### src/rtl/phy_rx_link_ctrl_if.sv
// Lane-side bus of the PHY receive link controller: deframer bytes and strobes in,
// per-lane lock status, link status and registered payload strobes out.
interface phy_rx_link_ctrl_if #(
    parameter int unsigned NUM_LANES = 2
);
    logic [8*NUM_LANES-1:0] lane_byte;
    logic [NUM_LANES-1:0]   lane_stb;
    logic [NUM_LANES-1:0]   lane_err;
    logic [NUM_LANES-1:0]   lane_locked;
    logic                   link_up;
    logic                   path_en;
    logic [NUM_LANES-1:0]   data_stb;
    logic [8*NUM_LANES-1:0] data_byte;
    logic [7:0]             loss_cnt;

    modport master (
        output lane_byte, lane_stb, lane_err,
        input  lane_locked, link_up, path_en, data_stb, data_byte, loss_cnt
    );

    modport slave (
        input  lane_byte, lane_stb, lane_err,
        output lane_locked, link_up, path_en, data_stb, data_byte, loss_cnt
    );
endinterface

### src/rtl/phy_rx_link_ctrl.sv
// Link bring-up for the two-lane PHY receive path: per-lane COM-hunting lock FSMs,
// a global link FSM gating the 8-to-32 converters, and a saturating lock-loss counter.
module phy_rx_link_ctrl #(
    parameter int unsigned NUM_LANES  = 2,
    parameter logic [7:0]  COM        = 8'hBC,
    parameter logic [7:0]  IDL        = 8'h7C,
    parameter int unsigned SYNC_COUNT = 4,
    parameter int unsigned LOSS_LIMIT = 3
) (
    input logic               clk,
    input logic               reset,
    input logic               retrain,
    phy_rx_link_ctrl_if.slave bus
);
    typedef enum logic {LANE_HUNT, LANE_LOCKED} lane_state_e;
    typedef enum logic {LINK_DOWN, LINK_UP}     link_state_e;

    localparam logic [3:0] SYNC_LAST = 4'(SYNC_COUNT - 1);
    localparam logic [3:0] LOSS_LAST = 4'(LOSS_LIMIT - 1);

    lane_state_e            lane_state_q [NUM_LANES];
    lane_state_e            lane_state_d [NUM_LANES];
    logic [3:0]             sync_cnt_q   [NUM_LANES];
    logic [3:0]             sync_cnt_d   [NUM_LANES];
    logic [3:0]             err_cnt_q    [NUM_LANES];
    logic [3:0]             err_cnt_d    [NUM_LANES];
    link_state_e            link_state_q, link_state_d;
    logic [NUM_LANES-1:0]   data_stb_q, data_stb_d;
    logic [8*NUM_LANES-1:0] data_byte_q, data_byte_d;
    logic [7:0]             loss_cnt_q, loss_cnt_d;

    logic [NUM_LANES-1:0]   is_com;
    logic [NUM_LANES-1:0]   is_idl;
    logic [NUM_LANES-1:0]   loss_evt;
    logic [NUM_LANES-1:0]   locked_now;
    logic [NUM_LANES-1:0]   locked_next;
    logic [8:0]             loss_sum;

    // Per-lane lock FSMs: state only moves on that lane's strobe, retrain overrides.
    always_comb begin
        // NOTE: every variable gets a default before any branch so no path leaves it
        // unassigned; otherwise synthesis infers a latch to hold the old value.
        is_com   = '0;
        is_idl   = '0;
        loss_evt = '0;
        data_stb_d  = '0;
        data_byte_d = bus.lane_byte;
        for (int i = 0; i < NUM_LANES; i++) begin
            lane_state_d[i] = lane_state_q[i];
            sync_cnt_d[i]   = sync_cnt_q[i];
            err_cnt_d[i]    = err_cnt_q[i];
            is_com[i] = (bus.lane_byte[8*i +: 8] == COM);
            is_idl[i] = (bus.lane_byte[8*i +: 8] == IDL);

            if (retrain) begin
                lane_state_d[i] = LANE_HUNT;
                sync_cnt_d[i]   = '0;
                err_cnt_d[i]    = '0;
            end else if (bus.lane_stb[i]) begin
                case (lane_state_q[i])
                    LANE_HUNT: begin
                        if (is_com[i] && !bus.lane_err[i]) begin
                            if (sync_cnt_q[i] == SYNC_LAST) begin
                                lane_state_d[i] = LANE_LOCKED;
                                sync_cnt_d[i]   = '0;
                            end else begin
                                sync_cnt_d[i] = sync_cnt_q[i] + 4'd1;
                            end
                        end else begin
                            sync_cnt_d[i] = '0;
                        end
                    end
                    LANE_LOCKED: begin
                        if (bus.lane_err[i]) begin
                            if (err_cnt_q[i] == LOSS_LAST) begin
                                lane_state_d[i] = LANE_HUNT;
                                err_cnt_d[i]    = '0;
                                loss_evt[i]     = 1'b1;
                            end else begin
                                err_cnt_d[i] = err_cnt_q[i] + 4'd1;
                            end
                        end else begin
                            err_cnt_d[i]  = '0;
                            data_stb_d[i] = !is_com[i] && !is_idl[i];
                        end
                    end
                    default: lane_state_d[i] = LANE_HUNT;
                endcase
            end
        end
    end

    // Link goes down on the same edge any lane drops; comes up one cycle after all are locked.
    always_comb begin
        locked_now  = '0;
        locked_next = '0;
        for (int i = 0; i < NUM_LANES; i++) begin
            locked_now[i]  = (lane_state_q[i] == LANE_LOCKED);
            locked_next[i] = (lane_state_d[i] == LANE_LOCKED);
        end

        link_state_d = link_state_q;
        if (!(&locked_next)) begin
            link_state_d = LINK_DOWN;
        end else if (link_state_q == LINK_DOWN && (&locked_now)) begin
            link_state_d = LINK_UP;
        end
    end

    always_comb begin
        loss_sum = {1'b0, loss_cnt_q};
        for (int i = 0; i < NUM_LANES; i++) begin
            loss_sum = loss_sum + {8'd0, loss_evt[i]};
        end
        loss_cnt_d = loss_sum[8] ? 8'hFF : loss_sum[7:0];
    end

    always_ff @(posedge clk) begin
        // NOTE: state registers use non-blocking assignment so every flop samples the
        // pre-edge values; blocking here would create order-dependent simulation races.
        if (reset) begin
            for (int i = 0; i < NUM_LANES; i++) begin
                lane_state_q[i] <= LANE_HUNT;
                sync_cnt_q[i]   <= '0;
                err_cnt_q[i]    <= '0;
            end
            link_state_q <= LINK_DOWN;
            data_stb_q   <= '0;
            data_byte_q  <= '0;
            loss_cnt_q   <= '0;
        end else begin
            for (int i = 0; i < NUM_LANES; i++) begin
                lane_state_q[i] <= lane_state_d[i];
                sync_cnt_q[i]   <= sync_cnt_d[i];
                err_cnt_q[i]    <= err_cnt_d[i];
            end
            link_state_q <= link_state_d;
            data_stb_q   <= data_stb_d;
            data_byte_q  <= data_byte_d;
            loss_cnt_q   <= loss_cnt_d;
        end
    end

    assign bus.lane_locked = locked_now;
    assign bus.link_up     = (link_state_q == LINK_UP);
    assign bus.path_en     = (link_state_q == LINK_UP);
    assign bus.data_stb    = data_stb_q;
    assign bus.data_byte   = data_byte_q;
    assign bus.loss_cnt    = loss_cnt_q;
endmodule

### src/flat_wrapper.sv
// flat-port wrapper written by rule: the top's interface ports become plain ports
module phy_rx_link_ctrl_flat 
#(
    parameter int unsigned NUM_LANES  = 2,
    parameter logic [7:0]  COM        = 8'hBC,
    parameter logic [7:0]  IDL        = 8'h7C,
    parameter int unsigned SYNC_COUNT = 4,
    parameter int unsigned LOSS_LIMIT = 3
)
  (clk, reset, retrain, bus_lane_byte, bus_lane_stb, bus_lane_err, bus_lane_locked, bus_link_up, bus_path_en, bus_data_stb, bus_data_byte, bus_loss_cnt);
  phy_rx_link_ctrl_if #(.NUM_LANES(NUM_LANES)) bus_i ();
  input logic clk;
  input logic reset;
  input logic retrain;
  input wire logic [$bits(bus_i.lane_byte)-1:0] bus_lane_byte;
  input wire logic [$bits(bus_i.lane_stb)-1:0] bus_lane_stb;
  input wire logic [$bits(bus_i.lane_err)-1:0] bus_lane_err;
  output wire logic [$bits(bus_i.lane_locked)-1:0] bus_lane_locked;
  output wire logic [$bits(bus_i.link_up)-1:0] bus_link_up;
  output wire logic [$bits(bus_i.path_en)-1:0] bus_path_en;
  output wire logic [$bits(bus_i.data_stb)-1:0] bus_data_stb;
  output wire logic [$bits(bus_i.data_byte)-1:0] bus_data_byte;
  output wire logic [$bits(bus_i.loss_cnt)-1:0] bus_loss_cnt;
  assign bus_i.lane_byte = bus_lane_byte;
  assign bus_i.lane_stb = bus_lane_stb;
  assign bus_i.lane_err = bus_lane_err;
  assign bus_lane_locked = bus_i.lane_locked;
  assign bus_link_up = bus_i.link_up;
  assign bus_path_en = bus_i.path_en;
  assign bus_data_stb = bus_i.data_stb;
  assign bus_data_byte = bus_i.data_byte;
  assign bus_loss_cnt = bus_i.loss_cnt;
  phy_rx_link_ctrl #(.NUM_LANES(NUM_LANES), .COM(COM), .IDL(IDL), .SYNC_COUNT(SYNC_COUNT), .LOSS_LIMIT(LOSS_LIMIT)) u_core (.clk(clk), .reset(reset), .retrain(retrain), .bus(bus_i));
endmodule
### config.mk
export PLATFORM = sky130hd
export DESIGN_NAME = phy_rx_link_ctrl_flat
export DESIGN_NICKNAME = d
export VERILOG_FILES = /design/src/rtl/phy_rx_link_ctrl_if.sv /design/src/rtl/phy_rx_link_ctrl.sv /design/src/flat_wrapper.sv
export SDC_FILE = /design/constraint.sdc
export NUM_CORES = 1
export LEC_CHECK = 0
export CORE_MARGIN = 3
export CORE_UTILIZATION = 24
export DETAILED_ROUTE_END_ITERATION = 7
export PLACE_DENSITY = 0.48
export SYNTH_ARGS = -nofsm -noshare
export SYNTH_HDL_FRONTEND = slang
export SYNTH_SLANG_ARGS = --single-unit
### constraint.sdc
create_clock -name clk -period 3.24 [get_ports clk]
set_clock_uncertainty 0.05 [all_clocks]
set_input_delay 0.486 -clock clk [delete_from_list [all_inputs] [get_ports clk]]
set_output_delay 0.486 -clock clk [all_outputs]
set_load 0.02 [all_outputs]
==> run_results.csv, run 1 <==
group,metric,value,unit
status,run_status,"finished, final reports clean",
synthesis,yosysWarnings,0,
clock_tree,ctsLongestPathBuffers,2,
power,power.density,404.8,mW/mm^2
sta,rsz_0062_raised_after_global_routing,"false",
sta,worst_slew_margin_rel,71.74,%
power,post-layout-total-power,1.110,mW
drt,dr_total_vias,1621,
sta,min_period_over_period,86.30,%
sta,hold-worst-slack,0.4300,ns
clock_tree,root_buffer,"sky130_fd_sc_hd__clkbuf_8",
grt,met1_usage,12.79,%
floorplanning,die_y,96.93,um
drt,avgRoutedWirePerCell,12.01,um
final_layout,layout-area-overhead-vs-synth,38.21,%
sta,totalNegativeSetupSlack,0,ns
clock_tree,cts_htree_levels,2,
grt,grt_busiest_layer,"met2",
floorplanning,start_util,25.16,%
clock_tree,cts.hold.buffers_added,0,
sta,worstMarginPinSlew,0.4207,ns
setup_path,critPathMaxFanout,5,
setup_path,required,3.42,ns
clock_tree,post_cts.repair.setup_buffers,0,
synthesis,synth.net_count,238,
final_layout,n_fill_cell,810,
sta,post-route-min-period,2.796,ns
setup_path,worst_ep_arrival_time,2.97,ns
drt,ant_nets,0,
grt,grt_pass1_vias,1547,
grt,globalRouteMet3Util,2.596,%
floorplanning,ios,53,
power,leakagePower,0.9722,nW
synthesis,syn-mean-instance-area,9.586,sq um
setup_path,crit_buf_inv,2,
grt,groute.layer.met2.usage,15.45,%
setup_path,worstSetupEndpointType,"flip-flop",
floorplanning,row_count,32,
place,hpwl,3.327,mm
setup_path,cpMaxStageDelayCell,"sky130_fd_sc_hd__fa_1",
grt,grt_first_pass_wirelength,7.527,mm
setup_path,critPathKind,"flip-flop to flip-flop",
sta,timing.final.max_slew_violations,0,
place,port_buffers,52,
drt,drc,0,
final_layout,antenna_fix_cells,0,
run,drv_cap,0,
synthesis,synth_seq_cells,45,
clock_tree,clkTransAtPathRegs,0.09,ns
setup_path,max_stage_delay,0.42,ns
sta,finalHoldViolations,0,
setup_path,start_kind,"flip-flop",
synthesis,ys_async_sr_fraction,0,%
sta,finalSetupViolCount,0,
grt,grtUsageTotal,9.776,%
clock_tree,cts_made_buffers,5,
clock_tree,clock_tree_from_tritoncts,"done",
setup_path,worst_path_dominant_cell_family,"simple AND/OR/NAND/NOR gates",
sta,achievable-frequency,357.7,MHz
synthesis,synthesis.area,0.001984,sq mm
drt,dr.pass1.iters,4,
floorplanning,core_area,0.007888,sq mm
floorplanning,dieArea,0.009395,sq mm
floorplanning,die_width,96.93,um
drt,detail_route.vias_per_cell,4.429,
synthesis,synth_enable_flop_cells,0,
setup_path,crit_chain,"inv_1 -> ha_1 -> nor3b_1 -> and4_1 -> nand2b_1 -> fa_1 -> inv_1 -> ha_1 -> and3_1 -> nand3_1 -> a21oi_1",
synthesis,yosys.area.top_type_share,45.40,%
drt,routed_wirelength,4.396,mm
place,gp_routability_congestion,0.7665,
clock_tree,cts.repair.resized,0,
clock_tree,tritoncts_num_sinks,45,
drt,dr.first_iter.drc_count,40,
synthesis,synth_top_cells_by_area,"sky130_fd_sc_hd__dfxtp_1 45%, sky130_fd_sc_hd__nor2b_1 6.0%, sky130_fd_sc_hd__ha_1 4.4%",
grt,grt_start_max_net_pins,25,
synthesis,synth_top_cell_by_area,"sky130_fd_sc_hd__dfxtp_1",
hold_path,min-delay-path-class,"flip-flop to flip-flop",
grt,antenna_violations_before_repair,0,
final_layout,design.final.nets,294,
synthesis,netlist_instances,207,
synthesis,synth-seq-area-share,45.40,%
synthesis,synth_cell_types,43,
synthesis,synthFlopType,"sky130_fd_sc_hd__dfxtp_1",
power,irDropWorstVdd,0.0001284,V
grt,grt-ovfl-total,0,
clock_tree,insertion_delay,0.29,ns
final_layout,layout_cells_sized_above_1,7.576,%
[tightest hold or removal path, cell delays in order, from the launching register on]
cell and delay [ns]:
sky130_fd_sc_hd__dfxtp_1 0.33, sky130_fd_sc_hd__nand2_1 0.06, sky130_fd_sc_hd__a21oi_1 0.05
[kinds of logic after synthesis]
group | after synthesis | share of synthesized area, %
simple gates | 103 | 33.23
flops | 45 | 45.40
compound gates | 31 | 9.458
buf+inv | 11 | 2.396
fa+ha+maj | 8 | 5.422
xor+xnor | 7 | 3.090
mux | 2 | 1.009
[report_power, final]
| part | total (mW) | internal (mW) | switching (mW) |
|---|---|---|---|
| registers | 0.565 | 0.563 | 0.00242 |
| clock network | 0.442 | 0.252 | 0.191 |
| logic | 0.103 | 0.0555 | 0.0471 |
| total | 1.11 | 0.870 | 0.240 |
[metrics by stage]
| step | cells | worst slack [ns] | instance area (sq um) | utilization (%) |
|---|---|---|---|---|
| floorplan | 207 | 0.8030 | 1984 | - |
| global placement | 358 | 0.4259 | 2626 | 33.30 |
| detailed placement | 358 | 0.3647 | 2626 | 33.30 |
| CTS | 366 | 0.4223 | 2743 | 34.77 |
| global route | 366 | 0.1490 | 2743 | 34.77 |
| finish | 366 | 0.4440 | 2743 | 34.77 |
[metal layers]
| metal | vias to the layer above | wire (um) | share of wire [%] |
|---|---|---|---|
| met5 | - | 0 | 0 |
| met4 | 0 | 65 | 1.5 |
| met3 | 5 | 195 | 4.4 |
| met2 | 40 | 2013 | 46 |
| met1 | 740 | 2121 | 48 |
| li1 | 836 | - | - |
[final cells by class]
cell class / count / area (sq um) / share of cell area [%]
clock buffer: 7 / 86.33 / 3.148
inverter: 5 / 18.77 / 0.6843
clock inverter: 1 / 30.03 / 1.095
tap: 102 / 127.6 / 4.653
sequential: 45 / 900.9 / 32.85
timing repair buffer: 55 / 543.0 / 19.80
multi-input combinational: 151 / 1036 / 37.77
[final timing paths]
check	end	slack [ns]	cells past startpoint	startpoint
min	u_core.sync_cnt_q[0][5]$_SDFFE_PP0P_	0.43	2	u_core.sync_cnt_q[0][5]$_SDFFE_PP0P_
max reg2reg	u_core.bus.loss_cnt[0]$_SDFF_PP0_	0.44	11	u_core.err_cnt_q[0][4]$_SDFFE_PP0P_
min reg2reg	u_core.sync_cnt_q[0][5]$_SDFFE_PP0P_	0.43	2	u_core.sync_cnt_q[0][5]$_SDFFE_PP0P_
max	u_core.bus.loss_cnt[0]$_SDFF_PP0_	0.44	11	u_core.err_cnt_q[0][4]$_SDFFE_PP0P_
[cells in the mapped netlist (all sizes together) (3+ instances only)]
master  instances
dfxtp          45
nor2b          19
a21oi          16
nand2          16
nor2           12
nor3b           8
ha              7
nand4           6
a31oi           5
inv             5
nand2b          5
nand3           5
nor3            5
o21ai           5
buf             4
xor2            4
and3            3
nand3b          3
nand4b          3
nor4bb          3
or2             3
xnor2           3
[sequential cells by signal, indices dropped and copies added, names as in the netlist]
signal and flops:
u_core.bus.data_stb 2, u_core.bus.link_up 1, u_core.lane_state_q 2, u_core.bus.data_byte 16, u_core.err_cnt_q 8, u_core.sync_cnt_q 8
u_core.bus.loss_cnt 8
[layout by cell type, fill, tap and decap left out, types with 2 or more instances in the layout]
| cell type | netlist | routed |
|---|---|---|
| sky130_fd_sc_hd__o21ai_0 | 5 | 5 |
| sky130_fd_sc_hd__nand3b_1 | 3 | 3 |
| sky130_fd_sc_hd__buf_4 | 1 | 3 |
| sky130_fd_sc_hd__nand2_1 | 16 | 16 |
| sky130_fd_sc_hd__nand2b_1 | 5 | 5 |
| sky130_fd_sc_hd__nor3b_1 | 6 | 6 |
| sky130_fd_sc_hd__nor3b_2 | 2 | 2 |
| sky130_fd_sc_hd__mux2i_1 | 2 | 2 |
| sky130_fd_sc_hd__clkdlybuf4s50_1 | 0 | 52 |
| sky130_fd_sc_hd__nand4_1 | 6 | 6 |
| sky130_fd_sc_hd__ha_1 | 7 | 7 |
| sky130_fd_sc_hd__a31oi_1 | 5 | 5 |
| sky130_fd_sc_hd__nor4bb_1 | 3 | 3 |
| sky130_fd_sc_hd__nor2b_1 | 19 | 19 |
| sky130_fd_sc_hd__dfxtp_1 | 45 | 45 |
| sky130_fd_sc_hd__nor3_1 | 5 | 5 |
| sky130_fd_sc_hd__nor2_1 | 12 | 12 |
| sky130_fd_sc_hd__xor2_1 | 4 | 4 |
| sky130_fd_sc_hd__nand3_1 | 5 | 5 |
| sky130_fd_sc_hd__and2_1 | 2 | 2 |
| sky130_fd_sc_hd__xnor2_1 | 3 | 3 |
| sky130_fd_sc_hd__or2_2 | 3 | 3 |
| sky130_fd_sc_hd__clkbuf_8 | 0 | 6 |
| sky130_fd_sc_hd__and4b_1 | 2 | 2 |
| sky130_fd_sc_hd__inv_1 | 5 | 5 |
| sky130_fd_sc_hd__a21oi_1 | 16 | 16 |
| sky130_fd_sc_hd__and3_1 | 3 | 3 |
| sky130_fd_sc_hd__nand4b_1 | 3 | 3 |
No activity file was read; power rests on OpenSTA's default activity.
==> inputs of run 2 (changes only) <==
--- a/config.mk
+++ b/config.mk
@@ -8,7 +8,7 @@
 export CORE_MARGIN = 3
 export CORE_UTILIZATION = 24
 export DETAILED_ROUTE_END_ITERATION = 7
-export PLACE_DENSITY = 0.48
+export PLACE_DENSITY = 0.57
 export SYNTH_ARGS = -nofsm -noshare
 export SYNTH_HDL_FRONTEND = slang
 export SYNTH_SLANG_ARGS = --single-unit
==> run_results.csv, run 2 (synthesis gave the netlist of run 1 again) <==
group,metric,value,unit
status,run_status,"finished, final reports clean",
grt,grt_first_pass_wirelength,7.141,mm
sta,rsz_0062_raised_after_global_routing,"false",
run,drv_cap,0,
grt,grt-ovfl-total,0,
final_layout,seqCellArea,900.9,sq um
clock_tree,cts_htree_levels,2,
grt,antenna_violations_before_repair,0,
place,placed_area,0.002626,sq mm
sta,timing.final.max_slew_violations,0,
final_layout,design.final.nets,294,
sta,finalSetupViolCount,0,
clock_tree,root_buffer,"sky130_fd_sc_hd__clkbuf_8",
clock_tree,ctsLongestPathBuffers,2,
power,leakagePower,0.9722,nW
sta,fin_ws,0.4167,ns
sta,worstMarginPinSlew,0.4095,ns
drt,detail_route.vias_per_cell,4.352,
drt,drc,0,
floorplanning,core_area,0.007888,sq mm
clock_tree,clkTransAtPathRegs,0.08,ns
sta,hold-worst-slack,0.4298,ns
final_layout,multi_input_comb_area,0.001036,sq mm
clock_tree,cts_made_buffers,5,
final_layout,most_frequent_cells_in_the_layout,"52 x sky130_fd_sc_hd__clkdlybuf4s50_1, 45 x sky130_fd_sc_hd__dfxtp_1, 19 x sky130_fd_sc_hd__nor2b_1, 16 x sky130_fd_sc_hd__nand2_1, 16 x sky130_fd_sc_hd__a21oi_1",
sta,achievable-frequency,354.2,MHz
power,power.density,401.8,mW/mm^2
clock_tree,tritoncts_num_sinks,45,
final_layout,largest_reg_flops,16,
final_layout,n_fill_cell,793,
final_layout,layout_commonest_cell,"sky130_fd_sc_hd__clkdlybuf4s50_1",
final_layout,antenna_fix_cells,0,
drt,dr_total_vias,1593,
floorplanning,dieArea,0.009395,sq mm
floorplanning,ios,53,
drt,avgRoutedWirePerCell,11.75,um
hold_path,min-delay-path-class,"flip-flop to flip-flop",
setup_path,cpMaxStageDelayCell,"sky130_fd_sc_hd__fa_1",
drt,dr.pass1.iters,4,
drt,ant_nets,0,
setup_path,worstSetupEndpointType,"flip-flop",
final_layout,finalInstanceArea,0.002743,sq mm
clock_tree,cts.repair.resized,0,
setup_path,start_kind,"flip-flop",
place,gp_routability_congestion,0.7985,
clock_tree,cts.hold.buffers_added,0,
place,hpwl,3.323,mm
sta,min_period_over_period,87.14,%
grt,grtUsageTotal,9.280,%
drt,routed_wirelength,4.300,mm
floorplanning,die_y,96.93,um
sta,finalHoldViolations,0,
floorplanning,row_count,32,
setup_path,required,3.41,ns
floorplanning,start_util,25.16,%
setup_path,critPathKind,"flip-flop to flip-flop",
setup_path,worst_ep_arrival_time,2.99,ns
clock_tree,post_cts.repair.setup_buffers,0,
setup_path,max_stage_delay,0.43,ns
clock_tree,clock_tree_from_tritoncts,"done",
grt,grt_pass1_vias,1486,
grt,grt_start_max_net_pins,25,
final_layout,layout-area-overhead-vs-synth,38.21,%
sta,worst_slew_margin_rel,72.64,%
power,irDropWorstVdd,0.0001591,V
final_layout,layout_cells_sized_above_1,7.576,%
place,port_buffers,52,
clock_tree,insertion_delay,0.29,ns
drt,dr.first_iter.drc_count,27,
sta,totalNegativeSetupSlack,0,ns
place,detailedPlace.worstSlack,0.3642,ns
setup_path,critPathMaxFanout,5,
floorplanning,die_width,96.93,um
setup_path,crit_chain,"inv_1 -> ha_1 -> nor3b_1 -> and4_1 -> nand2b_1 -> fa_1 -> inv_1 -> ha_1 -> and3_1 -> nand3_1 -> a21oi_1",
sta,post-route-min-period,2.823,ns
[run 2: per-layer routing]
layer	vias up	part of all wire [%]	track usage [%]
li1	836	-	-
met1	715	48	12.08
met2	40	46	14.44
met3	2	5.5	3.172
met4	0	0.35	2.916
met5	-	0	0
[run 2: stage by stage]
stage | util (%) | cells | total power [mW]
final | 34.77 | 366 | 1.102
after detailed placement | 33.30 | 358 | 0.6815
after global routing | 34.77 | 366 | 1.140
after CTS | 34.77 | 366 | 1.122
after floorplan | - | 207 | 0.6201
after global placement | 33.30 | 358 | 0.6819
[run 2: path summary, 6_finish.rpt]
path	start	endpoint	slack, ns	cells after the start
setup / recovery	u_core.err_cnt_q[0][4]$_SDFFE_PP0P_	u_core.bus.loss_cnt[1]$_SDFF_PP0_	0.42	11
hold / removal	u_core.sync_cnt_q[0][5]$_SDFFE_PP0P_	u_core.sync_cnt_q[0][5]$_SDFFE_PP0P_	0.43	2
setup reg to reg	u_core.err_cnt_q[0][4]$_SDFFE_PP0P_	u_core.bus.loss_cnt[1]$_SDFF_PP0_	0.42	11
hold reg to reg	u_core.sync_cnt_q[0][5]$_SDFFE_PP0P_	u_core.sync_cnt_q[0][5]$_SDFFE_PP0P_	0.43	2
[run 2: power by group]
| group | internal, mW | switching [mW] |
|---|---|---|
| clock network | 0.252 | 0.183 |
| logic | 0.0555 | 0.0467 |
| registers | 0.563 | 0.00224 |
| total | 0.870 | 0.232 |
[run 2: cell type report]
class,instances,area share [%]
Inverter,5,0.6843
Timing Repair Buffer,55,19.80
Multi-Input combinational cell,151,37.77
Tap cell,102,4.653
Clock inverter,1,1.095
Clock buffer,7,3.148
Sequential cell,45,32.85
[run 2: critical path: cells and delay by family, from the launching register on]
family / cells / cell delay [ns]
adder cells (fa/ha/maj): 3 / 0.76
AND/OR/NAND/NOR: 5 / 1.23
buffers and inverters: 2 / 0.18
flip-flops: 1 / 0.33
AO/OA/AOI/OAI: 1 / 0.19
